<file path="src/rtl/lut_arbiter.sv">
// lut_arbiter: round-robin arbiter in front of a small programmable
// key/data lookup table with a single registered response slot.
// Optional feature: define LUT_ARBITER_STATS_EN to build saturating
// hit/miss counters; otherwise stat_hits/stat_misses read as zero.
module lut_arbiter #(
  parameter int NR_REQ   = 4,
  parameter int NR_KEY   = 4,
  parameter int KEY_LEN  = 4,
  parameter int DATA_LEN = 8,
  parameter int IDX_LEN  = (NR_KEY > 1) ? $clog2(NR_KEY) : 1,
  parameter int ID_LEN   = (NR_REQ > 1) ? $clog2(NR_REQ) : 1
) (
  input  logic                      clk,
  input  logic                      rst_n,
  input  logic                      cfg_we,
  input  logic [IDX_LEN-1:0]        cfg_idx,
  input  logic                      cfg_en,
  input  logic [KEY_LEN-1:0]        cfg_key,
  input  logic [DATA_LEN-1:0]       cfg_data,
  input  logic [DATA_LEN-1:0]       default_out,
  input  logic [NR_REQ-1:0]         req_valid,
  input  logic [NR_REQ*KEY_LEN-1:0] req_key,
  output logic [NR_REQ-1:0]         req_ready,
  output logic                      rsp_valid,
  input  logic                      rsp_ready,
  output logic [ID_LEN-1:0]         rsp_id,
  output logic [DATA_LEN-1:0]       rsp_data,
  output logic                      rsp_hit,
  output logic [15:0]               stat_hits,
  output logic [15:0]               stat_misses
);

  typedef enum logic {
    RSP_IDLE,
    RSP_FULL
  } rsp_state_t;

  rsp_state_t state, state_next;

  logic [NR_KEY-1:0]   ent_valid;
  logic [KEY_LEN-1:0]  ent_key  [NR_KEY];
  logic [DATA_LEN-1:0] ent_data [NR_KEY];

  logic [ID_LEN-1:0]   last_grant;
  logic [ID_LEN-1:0]   grant_idx;
  logic                grant_found;
  int unsigned         cand;
  logic                adv;
  logic                xfer;

  logic [KEY_LEN-1:0]  sel_key;
  logic                lookup_hit;
  logic [DATA_LEN-1:0] lookup_data;

  // Table programming; out-of-range indices are dropped.
  always_ff @(posedge clk or negedge rst_n) begin
    if (!rst_n) begin
      ent_valid <= '0;
      for (int unsigned i = 0; i < NR_KEY; i++) begin
        ent_key[i]  <= '0;
        ent_data[i] <= '0;
      end
    end else if (cfg_we && (32'(cfg_idx) < 32'(NR_KEY))) begin
      ent_valid[cfg_idx] <= cfg_en;
      ent_key[cfg_idx]   <= cfg_key;
      ent_data[cfg_idx]  <= cfg_data;
    end
  end

  // Round-robin search starting one past the last accepted requester.
  always_comb begin
    grant_found = 1'b0;
    grant_idx   = '0;
    cand        = 0;
    for (int unsigned k = 1; k <= NR_REQ; k++) begin
      cand = (32'(last_grant) + k) % 32'(NR_REQ);
      if (!grant_found && req_valid[cand]) begin
        grant_found = 1'b1;
        grant_idx   = ID_LEN'(cand);
      end
    end
  end

  // Table writes and a stalled response both block acceptance.
  always_comb begin
    adv       = !cfg_we && ((state == RSP_IDLE) || rsp_ready);
    xfer      = adv && grant_found;
    req_ready = '0;
    if (xfer) begin
      req_ready[grant_idx] = 1'b1;
    end
  end

  // Lookup of the granted key; lowest matching valid entry wins.
  always_comb begin
    sel_key     = req_key[32'(grant_idx)*KEY_LEN +: KEY_LEN];
    lookup_hit  = 1'b0;
    lookup_data = default_out;
    for (int unsigned i = 0; i < NR_KEY; i++) begin
      if (!lookup_hit && ent_valid[i] && (ent_key[i] == sel_key)) begin
        lookup_hit  = 1'b1;
        lookup_data = ent_data[i];
      end
    end
  end

  // Round-robin pointer moves only on an accepted request.
  always_ff @(posedge clk or negedge rst_n) begin
    if (!rst_n) begin
      last_grant <= ID_LEN'(NR_REQ - 1);
    end else if (xfer) begin
      last_grant <= grant_idx;
    end
  end

  // Response slot state register.
  always_ff @(posedge clk or negedge rst_n) begin
    if (!rst_n) begin
      state <= RSP_IDLE;
    end else begin
      state <= state_next;
    end
  end

  // Response slot fills on transfer, drains on rsp_ready, holds otherwise.
  always_comb begin
    state_next = state;
    if (xfer) begin
      state_next = RSP_FULL;
    end else if (rsp_ready) begin
      state_next = RSP_IDLE;
    end
  end

  // Response payload captured from the lookup at the transfer edge.
  always_ff @(posedge clk or negedge rst_n) begin
    if (!rst_n) begin
      rsp_id   <= '0;
      rsp_data <= '0;
      rsp_hit  <= 1'b0;
    end else if (xfer) begin
      rsp_id   <= grant_idx;
      rsp_data <= lookup_data;
      rsp_hit  <= lookup_hit;
    end
  end

  assign rsp_valid = (state == RSP_FULL);

`ifdef LUT_ARBITER_STATS_EN
  logic [15:0] hits_q;
  logic [15:0] misses_q;

  // Saturating per-transfer hit/miss counters.
  always_ff @(posedge clk or negedge rst_n) begin
    if (!rst_n) begin
      hits_q   <= '0;
      misses_q <= '0;
    end else if (xfer) begin
      if (lookup_hit) begin
        if (hits_q != '1) hits_q <= hits_q + 16'd1;
      end else begin
        if (misses_q != '1) misses_q <= misses_q + 16'd1;
      end
    end
  end

  assign stat_hits   = hits_q;
  assign stat_misses = misses_q;
`else
  assign stat_hits   = '0;
  assign stat_misses = '0;
`endif

endmodule

</file>
<file path="config.mk">
export PLATFORM = sky130hd
export DESIGN_NAME = lut_arbiter
export DESIGN_NICKNAME = d
export VERILOG_FILES = /design/src/rtl/lut_arbiter.sv
export SDC_FILE = /design/constraint.sdc
export NUM_CORES = 1
export LEC_CHECK = 0
export CORE_AREA = 2 2 92 112
export CTS_BUF_LIST = sky130_fd_sc_hd__clkbuf_2
export CTS_CLUSTER_DIAMETER = 60
export DETAILED_ROUTE_END_ITERATION = 6
export DIE_AREA = 0 0 94 114
export HOLD_SLACK_MARGIN = 0.05
export MAX_ROUTING_LAYER = met4
export PLACE_DENSITY = 0.74
export SKIP_LAST_GASP = 1
export SYNTH_ARGS = -nofsm -noshare
export SYNTH_HDL_FRONTEND = slang
export SYNTH_SLANG_ARGS = --single-unit
</file>
<file path="constraint.sdc">
create_clock -name clk -period 2.43 [get_ports clk]
set_input_delay 0.6075 -clock clk [delete_from_list [all_inputs] [get_ports clk]]
set_output_delay 0.6075 -clock clk [all_outputs]
set_load 0.03 [all_outputs]
</file>
==> results_dict.tcl, run 1 <==
set metrics [dict create \
    status "finished, violations left" \
    violations "negative setup slack" \
    insertion_delay_ns 0.53 \
    h-tree-depth 3 \
    cap_violations 0 \
    path_class "flip-flop to flip-flop" \
    synth_fa_ha_area_share_pct 0 \
    fmax_mhz 340 \
    diodes 0 \
    start_kind "flip-flop" \
    yosys.area_share.simple_pct 14.9 \
    initialDrtViolationCount 171 \
    track_usage_pct 23.3 \
    arrival_ns 3.39 \
    clkSinkCount 66 \
    area_growth_pct 38.0 \
    cp_top_family "compound AO/OA/AOI/OAI gates" \
    syn_avg_cell_area_um2 10.4 \
    io_pins 95 \
    cts_tree "built" \
    p_per_area_nw_per_um2 759 \
    dpl.cell_count 637 \
    core-area_um2 9760 \
    seq_power_share_pct 34.8 \
    antenna_found_initial 0 \
    dpl.hpwl_mm 8.38 \
    synth_area_um2 4260 \
    synth_top_family_by_area "compound AO/OA/AOI/OAI gates" \
    hold_violations 0 \
    synth_area_leaders "dfrtp_1 38%, mux2_2 13%, buf_4 5.8%" \
    cp_cell_sequence "buf_6 -> nor2b_4 -> o21a_4 -> nor3_4 -> mux2_1 -> o211ai_1 -> and4b_2 -> o31a_1 -> buf_4 -> a31oi_1" \
    skew_ns 0.0188 \
    crit_buf_inv 2 \
    yosysWarnings 0 \
    synth-xor-area-share_pct 1.64 \
    synth-compound-area-share_pct 21.6 \
    die-area_um2 10700 \
    drt-wirelength-per-cell_um 17.4 \
    async_flop_share_pct 100 \
    p_leak_nw 2.57 \
    ir_worst_vdd_mv 0.514 \
    nFillCells 818 \
    synth_cells 409 \
    min_period_over_period_pct 121 \
    finalSetupTns_ns -5.62 \
    clockPowerShare_pct 16.4 \
    synth-seq-area-share_pct 38.8 \
    finalWorstSetupSlack_ns -0.507 \
    die_y_um 114 \
    critical_path.max_stage_delay_ns 0.60 \
    tightest_slew_ns 0.500 \
    yosys-mux-area-fraction_pct 13.9 \
    gp_congestion 0.928 \
    grt_pass1_wl_mm 18.9 \
    critPathMaxFanout 6 \
    switching_share_pct 38.5 \
    drt-total-wl_mm 11.7 \
    synth.top_cell.area_share_pct 37.6 \
    setup_viol 13 \
    viasPerCell 5.63 \
    numPortBuffers 62 \
    drt_pass1_iterations 5 \
    grt_pass1_vias 3808 \
    num_vias 3781 \
    p_int_mw 2.75 \
    final_common_cell "dfrtp_1" \
    ys_ff_latch 66 \
    layout-drive-gt1-share_pct 37.2 \
    grt-ovfl-total 0 \
    finalNonFillerCells 671 \
    start_util_pct 43.7 \
    rsz0062_at_grt "true" \
    cts_max_path_buffers 2 \
    die_w_um 94 \
    cts_made_buffers 9 \
    pwr-share-comb_pct 48.8 \
    num_rows 40 \
    worstPathRequired_ns 2.89 \
    p_sw_mw 1.72 \
    layout_common_cells "64 x dfrtp_1, 61 x buf_4, 53 x clkdlybuf4s50_1" \
    drc 0 \
    synth_flop_cell "dfrtp_1" \
    slew_headroom_pct 66.3 \
    cts_root_buffer "clkbuf_2" \
    yosysTopAreaCell "dfrtp_1" \
    crit_slowest_cell "dfstp_2" \
    hp-class "flip-flop to flip-flop" \
    path_clk_slew_ns 0.19 \
    drtAntennaViolNets 0 \
    grt_max_degree 67 \
    period_minus_slack_ns 2.94 \
    crit_path_end_kind "flip-flop" \
    synth.distinct_cells 66 \
    synth_edf_count 0 \
    final_max_slew_viol_count 0 \
    layout.nets 587 \
]
kinds of logic (layout without fill, tap and decap cells):
family | after synthesis | after routing
AOI/OAI and AO/OA | 114 | 114
xor gates and xnor gates | 8 | 8
buffers and inverters | 61 | 166
DFF | 66 | 66
muxes | 53 | 53
other | 1 | 32
and+or+nand+nor | 106 | 106
synthesized netlist by cell type, types with 11 or more instances:
cell      instances
a21oi_1          11
and2_1           11
buf_4            33
dfrtp_1          64
mux2_2           50
nand2_1          23
nand4_1          11
nor2_1           15
o211ai_1         14
o22ai_1          11
sequential cells by signal (all words and copies together) (netlist names):
signal	count
ent_data	32
ent_key	16
ent_valid	4
last_grant	2
rsp_data	8
rsp_hit	1
rsp_id	2
rsp_valid	1
final cells by class:
class                           count  area (um2)  area share [%]
Clock buffer                       10        50.0           0.851
Clock inverter                      6        81.3            1.38
Inverter                           10        37.5           0.638
Multi-Input combinational cell    313        2580            43.8
Sequential cell                    66        1650            28.1
Tap cell                          126         158            2.68
Timing Repair Buffer              140        1330            22.5
power groups by stage:
| stage | registers [mW] | clock network [mW] | logic (mW) |
|---|---|---|---|
| after floorplan | 1.62 | 0 | 1.11 |
| after global placement | 1.54 | 0 | 1.84 |
| after detailed placement | 1.56 | 0 | 1.89 |
| after CTS | 1.53 | 0.752 | 2.03 |
| after global routing | 1.59 | 0.800 | 2.34 |
| final | 1.56 | 0.731 | 2.18 |
worst paths after layout:
kind	slack [ns]	endpoint	from	cells after the start
max	-0.51	rsp_data[5]	last_grant[0]	10
min	0.51	rsp_hit	rsp_hit	2
max reg2reg	-0.51	rsp_data[5]	last_grant[0]	10
min reg2reg	0.51	rsp_hit	rsp_hit	2
max in group asynchronous	1.52	last_grant[0]	rst_n	3
min in group asynchronous	0.60	ent_data[21]	rst_n	3
worst register-to-register path: cells and delay by family, from the launching register on:
family,cells,cell delay [ns]
compound gates,4,1.01
simple gates,3,0.62
flops,1,0.60
mux,1,0.37
buf+inv,2,0.27
timing repair:
| item | 4_1_cts | 5_1_grt |
|---|---|---|
| setup endpoints to repair | 13 | 13 |
| hold endpoints to repair | 31 | 0 |
| cloned | 1 | 0 |
| resized for setup | 22 | 27 |
| hold buffers | 1 | 0 |
| buffers inserted | 9 | 7 |
| pin swaps | 27 | 14 |
per-layer routing:
layer	up-vias	track usage, %	wire length (um)
met5	-	-	0
met4	0	7.54	230
met3	22	4.29	601
met2	150	39.8	6090
met1	1861	27.6	4760
li1	1748	-	-
through the flow:
stage          setup slack [ns]  hold slack (ns)  util, %  cell area (um2)  power, mW
2_1_floorplan            -0.280            0.312        -             4440       2.73
3_3_place_gp              -1.06            0.461     55.0             5370       3.38
3_5_place_dp              -1.18            0.475     55.0             5370       3.44
4_1_cts                  -0.471            0.521     58.2             5680       4.31
5_1_grt                  -0.649            0.543     60.3             5880       4.72
6_report                 -0.507            0.510     60.3             5880       4.47
Note: power is estimated with default switching activity, not from simulation.
==> run 2: changes to the inputs <==
- MAX_ROUTING_LAYER: met4 -> not set
==> run 2 against run 1 <==
  * The flow still finishes with violations (negative setup slack)
  * Final area is the same
  * Global-route usage shrank 0.71 points
  * Clock power grew 0.7%
  * Hold slack lost 0.0016 ns
  * Critical path depth grew 2
  * Critical path type unchanged
  * Critical endpoint is now rsp_data[0]
==> results_dict.tcl, run 2 (synthesized netlist as in run 1, its figures left out) <==
set metrics [dict create \
    grt_pass1_vias 3806 \
    arrival_ns 3.36 \
    hp-class "flip-flop to flip-flop" \
    seqCellArea_um2 1650 \
    cts_root_buffer "clkbuf_2" \
    insertion_delay_ns 0.53 \
    gp_congestion 0.912 \
    placed_area_um2 5370 \
    largest_register_ffs 32 \
    cts_max_path_buffers 2 \
    clkSinkCount 66 \
    drt_pass1_iterations 4 \
    path_clk_slew_ns 0.19 \
    cts_made_buffers 9 \
    fin_area_um2 5880 \
    tightest_slew_ns 0.500 \
    whs_ns 0.508 \
    die-area_um2 10700 \
    area_growth_pct 38.0 \
    min_period_over_period_pct 120 \
    hold_violations 0 \
    top_regs "ent_data x32, ent_key x16, rsp_data x8" \
    h-tree-depth 3 \
    p_int_mw 2.75 \
    grt_max_degree 67 \
    initialDrtViolationCount 139 \
    finalNonFillerCells 671 \
    grt-ovfl-total 0 \
    finalWorstSetupSlack_ns -0.497 \
    num_vias 3795 \
    layout-drive-gt1-share_pct 37.2 \
    cap_violations 0 \
    viasPerCell 5.66 \
    skew_ns 0.0172 \
    antenna_found_initial 0 \
    die_w_um 94 \
    setup_viol 13 \
    largest-register "ent_data" \
    cp_cell_sequence "buf_6 -> nor2b_4 -> o21ai_4 -> nand4_1 -> and3_1 -> o22a_1 -> buf_4 -> o2111ai_4 -> o211ai_2 -> buf_6 -> o32ai_2 -> a31oi_1" \
    crit_buf_inv 3 \
    die_y_um 114 \
    ir_worst_vdd_mv 0.517 \
    core-area_um2 9760 \
    p_sw_mw 1.72 \
    cts_tree "built" \
    cp_top_family "compound AO/OA/AOI/OAI gates" \
    crit_slowest_cell "dfstp_2" \
    io_pins 95 \
    num_rows 40 \
    critPathMaxFanout 8 \
    rsz0062_at_grt "true" \
    crit_path_end_kind "flip-flop" \
    clockPowerShare_pct 16.5 \
    path_class "flip-flop to flip-flop" \
    track_usage_pct 22.5 \
    drt-wirelength-per-cell_um 17.4 \
    dpl.hpwl_mm 8.38 \
    status "finished, violations left" \
    p_leak_nw 2.57 \
    grt_pass1_wl_mm 18.9 \
    multi_input_area_um2 2580 \
    start_util_pct 43.7 \
    crit_top_cell "buf_6" \
    final_util_pct 60.3 \
    drtAntennaViolNets 0 \
    slew_headroom_pct 66.4 \
    start_kind "flip-flop" \
    critical_path.max_stage_delay_ns 0.60 \
    diodes 0 \
    layout.nets 587 \
    layout_common_cells "64 x dfrtp_1, 61 x buf_4, 53 x clkdlybuf4s50_1" \
    fmax_mhz 342 \
    dpl.cell_count 637 \
    pwr-share-comb_pct 48.8 \
    drt-total-wl_mm 11.7 \
    switching_share_pct 38.6 \
    nFillCells 818 \
    p_per_area_nw_per_um2 760 \
    numPortBuffers 62 \
    final_common_cell "dfrtp_1" \
    violations "negative setup slack" \
    period_minus_slack_ns 2.93 \
    worstPathRequired_ns 2.86 \
    final_max_slew_viol_count 0 \
    drc 0 \
    seq_power_share_pct 34.8 \
]
[run 2: cell counts in the layout (fill, tap and decap cells not counted)]
Identical to the previous run, type by type.
[run 2: layout make-up]
class	count	share of cell area (%)
clock buffer	10	0.851
clock inverter	6	1.38
inverter	10	0.638
multi-input combinational	313	43.8
sequential	66	28.1
tap	126	2.68
timing repair buffer	140	22.5
[run 2: final timing paths]
| path | start | endpoint | slack [ns] | depth (start not counted) |
|---|---|---|---|---|
| setup / recovery | last_grant[0] | rsp_data[0] | -0.50 | 12 |
| hold / removal | rsp_hit | rsp_hit | 0.51 | 2 |
| setup reg to reg | last_grant[0] | rsp_data[0] | -0.50 | 12 |
| min in group asynchronous | rst_n | ent_data[30] | 0.59 | 3 |
| max in group asynchronous | rst_n | last_grant[0] | 1.52 | 3 |
| hold reg to reg | rsp_hit | rsp_hit | 0.51 | 2 |
[run 2: power by group through the flow]
stage | Combinational (mW) | Sequential, mW | Clock, mW
floorplan | 1.11 | 1.62 | 0
global placement | 1.84 | 1.54 | 0
detailed placement | 1.89 | 1.56 | 0
CTS | 2.03 | 1.53 | 0.752
global route | 2.34 | 1.59 | 0.796
finish | 2.18 | 1.56 | 0.736
[run 2: through the flow]
stage	setup slack, ns	total power [mW]	setup TNS [ns]
2_1_floorplan	-0.280	2.73	-2.69
3_3_place_gp	-1.06	3.38	-11.16
3_5_place_dp	-1.18	3.44	-12.18
4_1_cts	-0.471	4.31	-5.65
5_1_grt	-0.644	4.72	-7.08
6_report	-0.497	4.47	-5.51
[run 2: timing repair]
item                                   4_1_cts  5_1_grt
gates resized for setup                     22       27
setup buffers                                9        7
pin swaps                                   27       14
gates cloned                                 1        0
hold buffers                                 1        0
endpoints found under the hold margin       31        0
setup endpoints to repair                   13       13
[run 2: worst min-delay path, stage by stage, from the launching register on]
cell	delay, ns
dfrtp_1	0.39
nand2_1	0.06
nand2_1	0.05
[run 2: per-layer routing]
layer	global-route usage [%]	vias to the layer above	share of wire, %
li1	-	1750	-
met1	27.5	1857	41
met2	39.8	161	52
met3	3.83	27	5.6
met4	8.12	0	1.9
met5	0	-	0
